File: config.mk
export PLATFORM = sky130hd
export DESIGN_NAME = combo_programmer
export DESIGN_NICKNAME = d
export VERILOG_FILES = /design/src/rtl/combo_programmer_pkg.sv /design/src/rtl/combo_programmer_idle_timer.sv /design/src/rtl/combo_programmer.sv
export SDC_FILE = /design/constraint.sdc
export NUM_CORES = 1
export LEC_CHECK = 0
export BUFFER_PORTS_ARGS = -buffer_cell sky130_fd_sc_hd__buf_4
export CAP_MARGIN = 25
export CELL_PAD_IN_SITES_DETAIL_PLACEMENT = 1
export CELL_PAD_IN_SITES_GLOBAL_PLACEMENT = 2
export CORE_ASPECT_RATIO = 2
export CORE_MARGIN = 8
export CORE_UTILIZATION = 32
export DETAILED_ROUTE_END_ITERATION = 12
export GPL_ROUTABILITY_DRIVEN = 0
export HOLD_SLACK_MARGIN = 0.12
export PLACE_DENSITY_LB_ADDON = 0.1
export SYNTH_ARGS = -nofsm -noshare
export SYNTH_HDL_FRONTEND = slang
export SYNTH_SLANG_ARGS = --single-unit
File: constraint.sdc
create_clock -name CLOCK_50 -period 2.82 [get_ports CLOCK_50]
set_input_delay 0.423 -clock CLOCK_50 [delete_from_list [all_inputs] [get_ports CLOCK_50]]
set_output_delay 0.423 -clock CLOCK_50 [all_outputs]
set_load 0.03 [all_outputs]
File: src/rtl/combo_programmer_pkg.sv
// Shared definitions for the combination-lock writer: state encodings,
// the default combination and the digit-k nibble slice used by lock and writer.
package combo_programmer_pkg;

  typedef enum logic [3:0] {
    IDLE  = 4'd0,
    NEW1  = 4'd1,
    NEW2  = 4'd2,
    NEW3  = 4'd3,
    NEW4  = 4'd4,
    CONF1 = 4'd5,
    CONF2 = 4'd6,
    CONF3 = 4'd7,
    CONF4 = 4'd8
  } state_t;

  localparam logic [15:0] DEFAULT_COMBO_C = 16'h8421;

  // Digit 1 lives in [3:0], digit 4 in [15:12]; k is the zero-based digit index.
  function automatic logic [3:0] digit_slice(input logic [15:0] w, input logic [1:0] k);
    return w[{k, 2'b00} +: 4];
  endfunction

  function automatic logic [1:0] digit_index(input state_t s);
    logic [3:0] t;
    t = (s >= CONF1) ? (4'(s) - 4'd5) : (4'(s) - 4'd1);
    return t[1:0];
  endfunction

endpackage

File: src/rtl/combo_programmer_idle_timer.sv
// Inactivity timer: counts busy cycles since the last accepted strobe and
// flags expiry when the count reaches TIMEOUT-1.
module idle_timer #(
  parameter int unsigned TIMEOUT = 1024,
  parameter int unsigned TO_W    = 11
) (
  input  logic CLOCK_50,
  input  logic reset,
  input  logic clear,
  input  logic run,
  output logic expired
);

  localparam logic [TO_W-1:0] LAST = TO_W'(TIMEOUT - 1);

  logic [TO_W-1:0] r_count;

  always_ff @(posedge CLOCK_50) begin
    if (reset)      r_count <= '0;
    else if (clear) r_count <= '0;
    else if (run)   r_count <= r_count + 1'b1;
  end

  assign expired = (r_count == LAST);

endmodule

File: src/rtl/combo_programmer.sv
// Writer side of the combination lock: captures a new 4-digit combination,
// confirms it by re-entry and commits it to the comparator word.
module combo_programmer
  import combo_programmer_pkg::*;
#(
  parameter logic [15:0] DEFAULT_COMBO = DEFAULT_COMBO_C,
  parameter int unsigned TIMEOUT       = 1024,
  parameter int unsigned TO_W          = 11
) (
  input  logic        CLOCK_50,
  input  logic        reset,
  input  logic        unlocked,
  input  logic        prog,
  input  logic        digit_valid,
  input  logic [3:0]  digit,
  output logic [15:0] combo,
  output logic        busy,
  output logic        done,
  output logic        error,
  output logic [3:0]  state_o
);

  state_t      r_state, w_next;
  logic [15:0] r_pending, r_combo;
  logic        r_busy, r_done, r_error;
  logic        w_done, w_error, w_start, w_write, w_accept;
  logic        w_expired, w_timer_clr, w_run;
  logic [1:0]  w_idx;

  always_comb begin
    w_next   = r_state;
    w_done   = 1'b0;
    w_error  = 1'b0;
    w_start  = 1'b0;
    w_write  = 1'b0;
    w_accept = 1'b0;
    w_idx    = digit_index(r_state);
    case (r_state)
      IDLE: begin
        if (prog && unlocked) begin
          w_next  = NEW1;
          w_start = 1'b1;
        end
      end
      NEW1, NEW2, NEW3, NEW4, CONF1, CONF2, CONF3, CONF4: begin
        // Unlock loss outranks a same-cycle digit, which outranks timeout.
        if (!unlocked) begin
          w_next  = IDLE;
          w_error = 1'b1;
        end else if (digit_valid) begin
          w_accept = 1'b1;
          if (r_state <= NEW4) begin
            w_write = 1'b1;
            w_next  = state_t'(4'(r_state) + 4'd1);
          end else if (digit != digit_slice(r_pending, w_idx)) begin
            w_next  = IDLE;
            w_error = 1'b1;
          end else if (r_state == CONF4) begin
            w_next = IDLE;
            w_done = 1'b1;
          end else begin
            w_next = state_t'(4'(r_state) + 4'd1);
          end
        end else if (w_expired) begin
          w_next  = IDLE;
          w_error = 1'b1;
        end
      end
      default: w_next = IDLE;
    endcase
  end

  // Clearing whenever the next state is IDLE keeps the count at zero in IDLE.
  assign w_timer_clr = w_start | w_accept | (w_next == IDLE);
  assign w_run       = (r_state != IDLE);

  idle_timer #(
    .TIMEOUT (TIMEOUT),
    .TO_W    (TO_W)
  ) u_idle_timer (
    .CLOCK_50 (CLOCK_50),
    .reset    (reset),
    .clear    (w_timer_clr),
    .run      (w_run),
    .expired  (w_expired)
  );

  always_ff @(posedge CLOCK_50) begin
    if (reset) begin
      r_state   <= IDLE;
      r_pending <= '0;
      r_combo   <= DEFAULT_COMBO;
      r_busy    <= 1'b0;
      r_done    <= 1'b0;
      r_error   <= 1'b0;
    end else begin
      r_state <= w_next;
      r_busy  <= (w_next != IDLE);
      r_done  <= w_done;
      r_error <= w_error;
      if (w_start)      r_pending <= '0;
      else if (w_write) r_pending[{w_idx, 2'b00} +: 4] <= digit;
      if (w_done)       r_combo <= r_pending;
    end
  end

  assign combo   = r_combo;
  assign busy    = r_busy;
  assign done    = r_done;
  assign error   = r_error;
  assign state_o = r_state;

endmodule

* After elaboration in Yosys (flattened, before gate mapping)
Cells that the tools add are included.
Word-level totals: bits in registers 50, input bits 9, output and inout port bits 23
Operators by class: add/sub/neg operators 5, $lt $le $gt $ge 2, eq/ne operators 10, shifts and indexed selects 3, muxes and demuxes 30, bitwise logic cells 3, reductions and logical operators 9
Operators with widths (count):
- $mux 4 | 7
- $mux 1 | 20
- $bwmux 16 | 1
- $eq 4x3->1 const B | 4
- $shift 4x6->16 const A | 1
- $shiftx 16x5->4 | 1
- $shiftx 4x6->16 | 1
- $add 11x1->11 const B | 1
- $eq 11x10->1 const B | 1
- $eq 4x2->1 const B | 2
- $logic_not 4->1 | 2
- $pmux 4 s2 | 1
- $reduce_bool 4->1 | 2
- $reduce_or 8->1 | 1
- $neg 4->6 | 1
- $reduce_or 2->1 | 3
- $add 4x1->4 const B | 1
- $eq 4x1->1 const B | 1
- $eq 4x4->1 const B | 1
- $ge 4x3->1 const B | 1
- $le 4x3->1 const B | 1
- $ne 4x4->1 | 1
- $sub 2x1->2 const B | 2
- $mux 2 | 1
- other kinds (3) | 4

* Logic depth before layout (Yosys ltp)
depth after elaboration 12, mapped depth 13, mapped depth without buffers 8

* By module
Synthesis repeated with hierarchy kept, for this count alone.
Unflattened totals: cells, all modules 277, area total of the unflattened synthesis 2577.5 µm²
Modules (own cells, without submodules):
- combo_programmer | instances 1, cells each 219, area an instance 2054.5 µm², sequential area each 780.7 µm²
- idle_timer | instances 1, cells each 58, area an instance 523.0 µm², sequential area each 220.2 µm²

* Least setup slack after synthesis
OpenSTA, ideal clock, no wires.
kind register to register, from register r_state[0] (netlist: state_o[0]), to register r_combo[3] (netlist: combo[3]), arrival 3.075 ns, required time 2.692 ns, path slack -0.383 ns, stages on the path, launching flop included 13, path buffers 4, period minus slack after synthesis 3.203 ns, cells stage by stage dfxtp_1 > buf_6 > clkbuf_1 > inv_1 > ha_1 > mux4_2 > xnor2_1 > nand4_2 > nor2_1 > buf_4 > buf_8 > mux2i_1 > nor2_1
Between the ends: word-level cells in the longest chain between the ends 9, elaborated cells on any way between the ends 22
RTL lines:
- from (decl) | RTL line combo_programmer.sv:23 | state_t r_state, w_next;
- from (signal assigned) | RTL line combo_programmer.sv:97 | r_state <= w_next;
- $ge 4x3->1 / $sub 2x1->2 (equally long branches) | RTL line combo_programmer_pkg.sv:26 | t = (s >= CONF1) ? (4'(s) - 4'd5) : (4'(s) - 4'd1);
- $mux 2 | RTL line combo_programmer_pkg.sv:26
- $shiftx 16x5->4 | RTL line combo_programmer_pkg.sv:21 | return w[{k, 2'b00} +: 4];
- $ne 4x4->1 | RTL line combo_programmer.sv:55 | end else if (digit != digit_slice(r_pending, w_idx)) begin
- $mux 1 | RTL line combo_programmer.sv:55
- $mux 1 | RTL line combo_programmer.sv:52 | if (r_state <= NEW4) begin
- $mux 1 | RTL line combo_programmer.sv:50 | end else if (digit_valid) begin
- $mux 1 | RTL line combo_programmer.sv:47 | if (!unlocked) begin
- $mux 1 * | RTL line combo_programmer.sv:38 | case (r_state)
- to (signal assigned) | RTL line combo_programmer.sv:103 | if (w_done) r_combo <= r_pending;
- to (decl) | RTL line combo_programmer.sv:24 | logic [15:0] r_pending, r_combo;
Every way passes the cells marked *; elsewhere a longest branch is shown, timed or not. A chain may end at the register's enable or synchronous reset.

* Worst setup path in the final report
from register r_state[1] (netlist: state_o[1]), to register u_idle_timer.r_count[10]
Between the ends: word-level cells in the longest chain between the ends 12, elaborated cells on any way between the ends 33
RTL lines:
- $ge 4x3->1 / $sub 2x1->2 (equally long branches) | RTL line combo_programmer_pkg.sv:26
- $mux 2 | RTL line combo_programmer_pkg.sv:26
- $shiftx 16x5->4 | RTL line combo_programmer_pkg.sv:21
- $ne 4x4->1 | RTL line combo_programmer.sv:55
- $mux 4 | RTL line combo_programmer.sv:55
- $mux 4 | RTL line combo_programmer.sv:52
- $mux 4 | RTL line combo_programmer.sv:50
- $mux 4 | RTL line combo_programmer.sv:47
- $pmux 4 s2 | RTL line combo_programmer.sv:38
- $logic_not 4->1 | RTL line combo_programmer.sv:74 | assign w_timer_clr = w_start | w_accept | (w_next == IDLE);
- $or 1x1->1 | RTL line combo_programmer.sv:74
- $reduce_or 2->1 (no line)
- to (signal assigned) | RTL line combo_programmer_idle_timer.sv:21 | else if (run) r_count <= r_count + 1'b1;
- to (decl) | RTL line combo_programmer_idle_timer.sv:16 | logic [TO_W-1:0] r_count;
Parallel ways exist; a longest one is shown, timed or not.

==> run metrics <==
outcome=completed; Final TNS setup=0 ns; Critical Path RT=3.03 ns; largest net degree at the start of global routing=24; Area Overhead vs Synth=21.0%; WL per Instance=17.2 um; minimum clock period=2.61 ns; Synth Flop Type=dfxtp_1; hold buffer count at cts=0; asr flop ratio synth=0; router iterations before antenna repair=4; CTS resizes=0; register area share after synthesis=0.391; WL final=7020 um; largest family of logic cells by synthesized area=simple AND/OR/NAND/NOR gates; Largest stage delay, worst path=0.53 ns; M2 GR Usage=0.217; placed inst area=2960 um2; combinational power share=0.129; # Post-CTS Setup Buffers=0; number of port buffers=31; Synth top area share=0.391; antenna cells=0; DRT iter0 DRCs=103; dpl hpwl=5290 um; FF+latch count, synth=50; Max VDD drop=0.000336 V; Post-Synth Simple-Gate Area=0.278; antenna violations before repair=0; met1 Usage GRT=0.154; TritonCTS Buffers=5; sw frac=0.255; arrival time at the worst endpoint=2.82 ns; routed vias/inst=5.27; Hold Path Stages=3; Post-Synth Adder-Cell Area=0.0391; CTS Buffer Depth=2; Post-Syn Instances=278; Core Region=7830 um2; Pleak=1.09 nW; Slew Limit Headroom=0.666; Post-Syn Area=2560 um2; max cap viols=0; first-pass GRT wire length=11,600 um; die area=11,300 um2; gr ovfl total=0; post-synthesis mux area share=0.0860; Final Hold Fails=0; # DRC=0; critical path type=reg -> reg; number of synthesized flops with an enable pin=0; Max Fanout on Critical Path=13; die height=143 um; top cell type by total area after synthesis=dfxtp_1; share of layout cells above drive strength 1=0.240; worst slew pin tran=0.497 ns; CP cell instances=inv_1 -> ha_4 -> mux4_2 -> xnor2_1 -> nand4_2 -> nor4b_2 -> a211oi_2 -> buf_12 -> nor3b_1; vias in the first global route=2,227; CP Launch Type=flip-flop; commonest non-fill, non-tap cell in the layout=dfxtp_1; row count=46; Pwr Density=482 nW/um2; CTS tree=yes; Pint=1.11 mW; depth of the most critical reg-to-reg path=9; fin area=3100 um2; share of power burned in registers=0.478; clock sinks=50; Die X-Extent=79.3 um; clock network power share=0.392; xor and xnor area share after synthesis=0.0572; Hold WC Path Type=in -> reg; worst setup margin=0.214 ns; compound-cell area share of the yosys netlist=0.107; syn avg cell area=9.21 um2; Net Sw Power=0.381 mW; Worst setup EP type=flip-flop; total number of vias=2,154; Layout fillers=939; most frequent cells in the layout=dfxtp_1 (48), buf_4 (41), nor2_1 (23), nand2_1 (22), a21oi_1 (21); Worst-Skew Late Latency=0.29 ns; GR Util met3=0.0285; IO Pins=32; Detail Route Antenna Nets=0; Max Clock Freq=384 MHz; Crit-path slowest cell=mux4_2; fin crit share=0.924; initial core utilization=0.327; RSZ-0062 raised after global routing=false; worst slack at placement=0.211 ns; Area contributors post-synth=dfxtp_1 (39%), mux2i_1 (5.1%), a21oi_1 (4.1%); Syn Nets=295; final setup fails=0; yosys warns=0; NumNets Final=330; Tot GR Track Use=0.131; clock-pin slew on the worst setup and hold paths=0.06 ns; clk root buf=clkbuf_16; GRT Max-Usage Layer=met2; H-tree depth=2; post-synthesis cell type count=47; clk_skew=0.00527 ns; Slew Viols, Final=0
## cell usage after synthesis (8+ instances only)
cell,count
nand3_1,17
dfxtp_1,50
nand2_1,22
or3_1,11
a21oi_1,21
xnor2_1,8
nor2b_1,8
clkbuf_1,8
ha_1,8
mux2i_1,13
nor3_2,9
nor2_1,24
## cell type report
class	instances	area [um2]	area share
Inverter	4	15.0	0.00485
Timing Repair Buffer	43	348	0.112
Multi-Input combinational cell	209	1470	0.475
Clock buffer	5	125	0.0404
Tap cell	96	120	0.0388
Clock inverter	2	13.8	0.00444
Sequential cell	50	1010	0.325
## per-stage QoR
stage | cells | total power [mW] | hold WS [ns] | util
after global placement | 402 | 0.924 | 0.471 | 0.378
after detailed placement | 402 | 0.926 | 0.480 | 0.378
after floorplan | 278 | 0.862 | 0.441 | -
final | 409 | 1.49 | 0.424 | 0.396
after CTS | 409 | 1.52 | 0.418 | 0.396
after global routing | 409 | 1.56 | 0.435 | 0.396
## cell families (layout without fill, tap and decap cells)
kind of cell               count (synthesis)  in the layout
muxes                                     17             17
buffers and inverters                     19             54
adders and majority gates                  8              8
DFF                                       50             50
xor gates and xnor gates                  15             15
and+or+nand+nor                          127            127
AOI/OAI and AO/OA                         42             42
## registers in the layout (all words and copies together) (netlist names)
signal and cells:
busy 1, combo 16, done 1, error 1
r_pending 16, state_o 4, u_idle_timer.r_count 11
## power groups by stage
stage | Combinational (mW) | Sequential [mW] | Clock, mW
4_1_cts | 0.197 | 0.714 | 0.613
2_1_floorplan | 0.122 | 0.740 | 0
5_1_grt | 0.212 | 0.714 | 0.637
3_3_place_gp | 0.194 | 0.730 | 0
6_report | 0.193 | 0.714 | 0.586
3_5_place_dp | 0.196 | 0.730 | 0
## path summary, 6_finish.rpt
check                             startpoint                       end  slack [ns]
worst max-delay path              state_o[1]  u_idle_timer.r_count[10]        0.21
worst min-delay path                digit[0]              r_pending[0]        0.42
worst max register to register    state_o[1]  u_idle_timer.r_count[10]        0.21
worst min register to register  r_pending[7]              r_pending[7]        0.49
## per-layer routing
layer / share of wire / wire length, um
met1: 0.44 / 3120
met5: 0 / 0
met2: 0.50 / 3510
met3: 0.030 / 212
met4: 0.025 / 175
## critical path, delay by kind of cell (launching register included)
kind,cells,cell delay (ns)
XOR/XNOR,1,0.18
multiplexers,1,0.53
buffers and inverters,2,0.28
AND/OR/NAND/NOR,3,0.74
AO/OA/AOI/OAI,1,0.10
adder cells (fa/ha/maj),1,0.38
flip-flops,1,0.32
Note: power is estimated with default switching activity, not from simulation.
